[config.mk]
export PLATFORM = sky130hd
export DESIGN_NAME = jtframe_dwnld_driver
export DESIGN_NICKNAME = d
export VERILOG_FILES = /design/src/rtl/jtframe_dwnld_pkg.sv /design/src/rtl/jtframe_dwnld_crc16.sv /design/src/rtl/jtframe_dwnld_driver.sv
export SDC_FILE = /design/constraint.sdc
export NUM_CORES = 1
export LEC_CHECK = 0
export CAP_MARGIN = 20
export CORE_UTILIZATION = 40
export DETAILED_ROUTE_END_ITERATION = 7
export MAX_ROUTING_LAYER = met4
export PLACE_DENSITY = 0.75
export SLEW_MARGIN = 40
export SYNTH_ARGS = -nofsm -noshare
export SYNTH_HDL_FRONTEND = slang
export SYNTH_HIERARCHICAL = 1
export SYNTH_SLANG_ARGS = --single-unit
[constraint.sdc]
create_clock -name clk -period 3.6 [get_ports clk]
set_input_delay 1.08 -clock clk [delete_from_list [all_inputs] [get_ports clk]]
set_output_delay 1.08 -clock clk [all_outputs]
set_load 0.02 [all_outputs]
[src/rtl/jtframe_dwnld_pkg.sv]
// Shared types and constants for the ROM-download sequencer.
package jtframe_dwnld_pkg;

    typedef enum logic [2:0] {
        ST_IDLE,
        ST_FETCH,
        ST_WRITE,
        ST_GAP,
        ST_HOLD,
        ST_DONE,
        ST_ERROR
    } dwnld_state_t;

    localparam logic [15:0] CRC_POLY = 16'h1021;
    localparam logic [15:0] CRC_INIT = 16'hFFFF;

    function automatic int words(input int len, input int dw);
        return (len * 8) / dw;
    endfunction

endpackage

[src/rtl/jtframe_dwnld_crc16.sv]
// Byte-serial CRC-16/CCITT stage; crc_nx exposes the combinational result so
// several stages can be chained within one clock.
module jtframe_crc16
    import jtframe_dwnld_pkg::*;
(
    input  logic        clk,
    input  logic        rst_n,
    input  logic        clr,
    input  logic        en,
    input  logic [7:0]  din,
    input  logic [15:0] crc_in,
    output logic [15:0] crc_nx,
    output logic [15:0] crc
);

    logic [15:0] w_c;
    logic [15:0] r_crc;

    always_comb begin
        w_c = crc_in ^ {din, 8'h00};
        for (int i = 0; i < 8; i++) begin
            w_c = w_c[15] ? ((w_c << 1) ^ CRC_POLY) : (w_c << 1);
        end
        crc_nx = w_c;
    end

    always_ff @(posedge clk or negedge rst_n) begin
        if (!rst_n) begin
            r_crc <= CRC_INIT;
        end else if (clr) begin
            r_crc <= CRC_INIT;
        end else if (en) begin
            r_crc <= crc_nx;
        end
    end

    assign crc = r_crc;

endmodule

[src/rtl/jtframe_dwnld_driver.sv]
// ROM-download sequencer: streams a source image into the ioctl port, then
// holds and releases core reset. JTFRAME_DWNLD_CRC_EN adds a running crc output.
module jtframe_dwnld_driver
    import jtframe_dwnld_pkg::*;
#(
    parameter int AW       = 22,
    parameter int DW       = 8,
    parameter int LEN      = 1024,
    parameter int GAP      = 4,
    parameter int RST_HOLD = 16,
    parameter int TIMEOUT  = 4096
) (
    input  logic          clk,
    input  logic          rst_n,
    input  logic          start,
    output logic [AW-1:0] src_addr,
    input  logic [DW-1:0] src_data,
    output logic          ioctl_download,
    output logic          ioctl_wr,
    output logic [AW-1:0] ioctl_addr,
    output logic [DW-1:0] ioctl_dout,
    input  logic          ioctl_wait,
    output logic          core_rst_n,
    output logic          busy,
    output logic          done,
    output logic          error
`ifdef JTFRAME_DWNLD_CRC_EN
    ,
    output logic [15:0]   crc
`endif
);

    localparam int WORDS = words(LEN, DW);
    localparam int BYTES = DW / 8;
    localparam int WCW   = $clog2(WORDS + 1);
    localparam int TCW   = $clog2(TIMEOUT + 1);
    localparam int GCW   = $clog2(GAP + 2);
    localparam int HCW   = $clog2(RST_HOLD + 1);

    dwnld_state_t  r_state, w_state_next;
    logic [WCW-1:0] r_word;
    logic [TCW-1:0] r_wait_cnt, w_wait_inc;
    logic [GCW-1:0] r_gap_cnt;
    logic [HCW-1:0] r_hold_cnt;
    logic           r_download, r_wr, r_core_rst_n;
    logic [AW-1:0]  r_addr;
    logic [DW-1:0]  r_dout;
    logic           w_start_ok, w_issue, w_last, w_timeout, w_hold_end;

    always_comb begin
        w_state_next = r_state;
        w_start_ok   = 1'b0;
        w_issue      = 1'b0;
        w_timeout    = 1'b0;
        w_last       = (r_word == WCW'(WORDS - 1));
        w_wait_inc   = r_wait_cnt + 1'b1;
        w_hold_end   = (r_hold_cnt == HCW'(RST_HOLD - 1));
        case (r_state)
            ST_IDLE, ST_DONE, ST_ERROR: begin
                if (start) begin
                    w_start_ok   = 1'b1;
                    w_state_next = ST_FETCH;
                end
            end
            ST_FETCH: w_state_next = ST_WRITE;
            ST_WRITE: begin
                if (!ioctl_wait) begin
                    w_issue = 1'b1;
                    if (w_last)        w_state_next = ST_HOLD;
                    else if (GAP == 0) w_state_next = ST_FETCH;
                    else               w_state_next = ST_GAP;
                end else if (w_wait_inc == TCW'(TIMEOUT)) begin
                    w_timeout    = 1'b1;
                    w_state_next = ST_ERROR;
                end
            end
            ST_GAP: begin
                if (r_gap_cnt == GCW'(GAP - 1)) w_state_next = ST_FETCH;
            end
            ST_HOLD: begin
                if (w_hold_end) w_state_next = ST_DONE;
            end
            default: w_state_next = ST_IDLE;
        endcase
    end

    always_ff @(posedge clk or negedge rst_n) begin
        if (!rst_n) r_state <= ST_IDLE;
        else        r_state <= w_state_next;
    end

    always_ff @(posedge clk or negedge rst_n) begin
        if (!rst_n) begin
            r_word       <= '0;
            r_wait_cnt   <= '0;
            r_gap_cnt    <= '0;
            r_hold_cnt   <= '0;
            r_download   <= 1'b0;
            r_wr         <= 1'b0;
            r_core_rst_n <= 1'b0;
            r_addr       <= '0;
            r_dout       <= '0;
        end else begin
            r_wr <= w_issue;
            if (w_start_ok) begin
                r_word       <= '0;
                r_wait_cnt   <= '0;
                r_download   <= 1'b1;
                r_core_rst_n <= 1'b0;
            end
            // Source memory keeps presenting the current word while stalled,
            // so the data is taken on the cycle the write is actually issued.
            if (w_issue) begin
                r_addr     <= AW'(int'(r_word) * BYTES);
                r_dout     <= src_data;
                r_word     <= r_word + 1'b1;
                r_wait_cnt <= '0;
            end else if (r_state == ST_WRITE) begin
                r_wait_cnt <= w_wait_inc;
            end
            if (w_timeout) begin
                r_download   <= 1'b0;
                r_core_rst_n <= 1'b0;
            end
            r_gap_cnt <= (r_state == ST_GAP) ? r_gap_cnt + 1'b1 : '0;
            // Download drops one cycle into HOLD so the final strobe stays framed by it.
            if (r_state == ST_HOLD) begin
                r_download <= 1'b0;
                r_hold_cnt <= r_hold_cnt + 1'b1;
                if (w_hold_end) r_core_rst_n <= 1'b1;
            end else begin
                r_hold_cnt <= '0;
            end
        end
    end

    assign src_addr       = AW'(r_word);
    assign ioctl_download = r_download;
    assign ioctl_wr       = r_wr;
    assign ioctl_addr     = r_addr;
    assign ioctl_dout     = r_dout;
    assign core_rst_n     = r_core_rst_n;
    assign done           = (r_state == ST_DONE);
    assign error          = (r_state == ST_ERROR);
    assign busy           = !(r_state == ST_IDLE || r_state == ST_DONE || r_state == ST_ERROR);

`ifdef JTFRAME_DWNLD_CRC_EN
    logic [BYTES-1:0][15:0] w_seed, w_nx, w_reg;
    logic                   w_unused_crc;

    // Lane 0 (LSB byte) is seeded by the last lane's register; later lanes chain off crc_nx.
    generate
        for (genvar gi = 0; gi < BYTES; gi++) begin : g_crc
            jtframe_crc16 u_crc (
                .clk    (clk),
                .rst_n  (rst_n),
                .clr    (w_start_ok),
                .en     (w_issue),
                .din    (src_data[gi*8 +: 8]),
                .crc_in (w_seed[gi]),
                .crc_nx (w_nx[gi]),
                .crc    (w_reg[gi])
            );
            if (gi == 0) begin : g_first
                assign w_seed[gi] = w_reg[BYTES-1];
            end else begin : g_chain
                assign w_seed[gi] = w_nx[gi-1];
            end
        end
    endgenerate

    assign crc          = w_reg[BYTES-1];
    assign w_unused_crc = ^{w_nx[BYTES-1], w_reg[0]};
`endif

endmodule

==> metrics.yaml <==
setup_path:
  path_delay_family: "buffers and inverters"
  crit_path_start: "r_state[0]"
  endpoint_kind: "output pin"
  path_depth: 3
  cp_max_fo: 10
  r2r_end: "core_rst_n"
  worst_path_largest_cell_delay_ps: 680
  startpoint_type: "flop"
  cp_data_arrival_time_ps: 2010
  rrSetupSlack_ps: 1330
  critical_path.endpoint: "done"
  critPathKind: "reg -> out"
  worstPathCellList: "inv_1, nor3_1, clkdlybuf4s50_1"
  critPathSlowestCell: "clkdlybuf4s50_1"
  crit_required_ps: 2520
  critical_path_buf_inv_count: 2
  timing.rr.start: "r_wait_cnt[0]"
  worstRegToRegCells: 7
drt:
  routedWlPerCell_um: 12.6
  via_count: 2493
  drtPass1Iterations: 4
  remaining_drc_errors: 0
  via_per_inst: 5.03
  drt_wl_total_mm: 6.26
  detail-route-antenna-nets: 0
  first_iter_violations: 112
clocking:
  path_clk_slew_ps: 60
  cts_buffers: 9
  ctsHoldBuffers: 0
  ctsLongestPathBuffers: 2
  ctsHtreeMaxLevel: 3
  cts-root-buf: "clkbuf_8"
  clock_latency_ps: 330
  cts.sinks: 57
  cts_setup_buffers: 0
  cts_tree: "yes"
  cts_resized: 0
power_and_ir_drop:
  p_seq_frac: 0.397
  p_int_uw: 1380
  power.switching_uw: 833
  power_frac_comb: 0.361
  ir_drop_mv: 0.233
  p_leak_uw: 0.00169
  p_per_area_nw_per_um2: 603
  p_clk_frac: 0.242
  switching_share: 0.376
floorplanning:
  rows: 31
  die_h_um: 88.8
  start_util: 0.415
  die_x_um: 88.8
  core_area_um2: 7250
  die_area_um2: 7880
  io_pins: 70
timing:
  slew_violations: 0
  worstMarginPinSlew_ps: 553
  hold_viol: 0
  fin_crit_sh: 0.857
  fin_worst_skew_ps: 6.62
  rsz0062_at_grt: "no"
  fin_crit_ps: 3090
  worst_slack_ps: 513
  finalSetupTns_ps: 0
  fmax_ghz: 0.324
  setup_violations: 0
  slew_headroom: 0.630
finish:
  final_common_cell: "nand2_1"
  nets: 411
  layout_common_cells: "nand2_1 (83), dfrtp_1 (57), clkdlybuf4s50_1 (46), o21ai_0 (37), nor2_1 (28)"
  drive_gt1_frac: 0.0756
  diodes: 0
  fillers: 680
  syn_to_final_growth_pct: 22.0
synthesis:
  ys.flop_type: "dfrtp_1"
  avgSynthCellArea_um2: 8.73
  yosys.area.top_type: "dfrtp_1"
  synth_edf_count: 0
  synth_seq_cells: 57
  synthArstFlopShare: 1.00
  synth_top_area_frac: 0.474
  synthCells: 345
  synth_area_leaders: "dfrtp_1 (47%), nand2_1 (10%), o21ai_0 (6.1%), buf_4 (5.5%), nor2_1 (3.5%)"
  yosysSeqAreaShare: 0.474
  synthDistinctLibCells: 49
  synthesis.area_um2: 3010
  yosysWarnings: 6
placement:
  pre_cts_ws_ps: 732
  place_congestion: 0.800
  numPortBuffers: 47
  dp_hpwl_mm: 4.44
hold_path:
  hold_path_class: "reg -> reg"
global_route:
  antenna_found_initial: 0
  grt_usage: 0.178
  grt_remaining_overflow: 0
  grt_max_degree: 32
  grt_pass1_wl_mm: 10.3
  grt_pass1_vias: 2263
status:
  outcome: "completed"
flow_run:
  cap_viol_max_count: 0
[stage by stage]
stage	total power, µW	cell area, µm²	hold WS (ps)	util	instances
5_1_grt	2380	3670	463	0.507	496
3_3_place_gp	1670	3490	421	0.482	480
4_1_cts	2250	3670	436	0.507	496
6_report	2220	3670	433	0.507	496
3_5_place_dp	1700	3490	427	0.482	480
2_1_floorplan	1380	3090	408	-	366
[layout make-up]
type                       count  area, µm²  area share
clock buffer                  11        151      0.0412
timing repair buffer          53        510       0.139
sequential                    57       1430       0.388
inverter                       6       22.5     0.00613
tap                           99        124      0.0337
clock inverter                 5       30.0     0.00817
multi-input combinational    265       1410       0.384
[synth_stat cells, types with 2 or more instances]
cell type and number:
nand3b_1 2, clkbuf_1 10, xnor2_1 4, o41ai_1 2, a21oi_1 7, inv_1 6
nor3_1 5, nor3b_1 2, nand2_1 83, buf_2 4, a31oi_1 4, buf_4 22
or3_1 2, nand4_1 6, o21ai_0 37, and4_1 2, and2_1 5, ha_1 7
o31ai_1 6, nand3_1 7, nor2b_1 3, dfrtp_1 57, o21a_1 2, and3_1 8
nor2_1 28
[how the worst min path moves through the flow]
stage / depth (start not counted) / endpoint / from / slack (ps)
6_report: 1 / r_gap_cnt[0] / r_gap_cnt[0] / 430
5_1_grt: 1 / r_gap_cnt[0] / r_gap_cnt[0] / 460
4_1_cts: 1 / r_gap_cnt[0] / r_gap_cnt[0] / 440
3_5_place_dp: 1 / r_gap_cnt[0] / r_gap_cnt[0] / 430
3_3_place_gp: 1 / r_gap_cnt[0] / r_gap_cnt[0] / 420
2_1_floorplan: 1 / r_gap_cnt[0] / r_gap_cnt[0] / 410
[cell families after synthesis]
| group | synth area share |
|---|---|
| AO/OA/AOI/OAI | 0.130 |
| other | 0.00125 |
| adder cells (fa/ha/maj) | 0.0324 |
| XOR/XNOR | 0.0145 |
| AND/OR/NAND/NOR | 0.260 |
| flip-flops | 0.474 |
| buffers and inverters | 0.0843 |
| multiplexers | 0.00332 |
[flip-flops by register name (all words and copies together) (netlist names)]
| name | count |
|---|---|
| r_wait_cnt | 13 |
| r_hold_cnt | 5 |
| ioctl_dout | 8 |
| ioctl_download | 1 |
| r_state | 3 |
| ioctl_addr | 11 |
| r_gap_cnt | 3 |
| r_word | 11 |
| ioctl_wr | 1 |
| core_rst_n | 1 |
[worst register-to-register path, stage by stage, from the launching register on]
cell,delay (ps)
dfrtp_1,430
ha_1,310
nand3_4,150
nor4_4,330
xnor2_1,120
nor4_2,310
nand4_1,200
a32o_1,310
[layer usage]
| layer | up-vias | part of all wire | track usage |
|---|---|---|---|
| met1 | 1182 | 0.44 | 0.215 |
| met3 | 8 | 0.061 | 0.0513 |
| li1 | 1225 | - | - |
| met5 | - | 0 | - |
| met2 | 78 | 0.49 | 0.281 |
| met4 | 0 | 0.011 | 0.0660 |
[power groups by stage]
stage / Sequential [µW] / Combinational, µW / Clock, µW
final: 881 / 800 / 535
after CTS: 882 / 811 / 557
after global placement: 886 / 789 / 0
after detailed placement: 892 / 810 / 0
after floorplan: 964 / 414 / 0
after global routing: 900 / 895 / 583
Power figures use the tool's default switching activity.
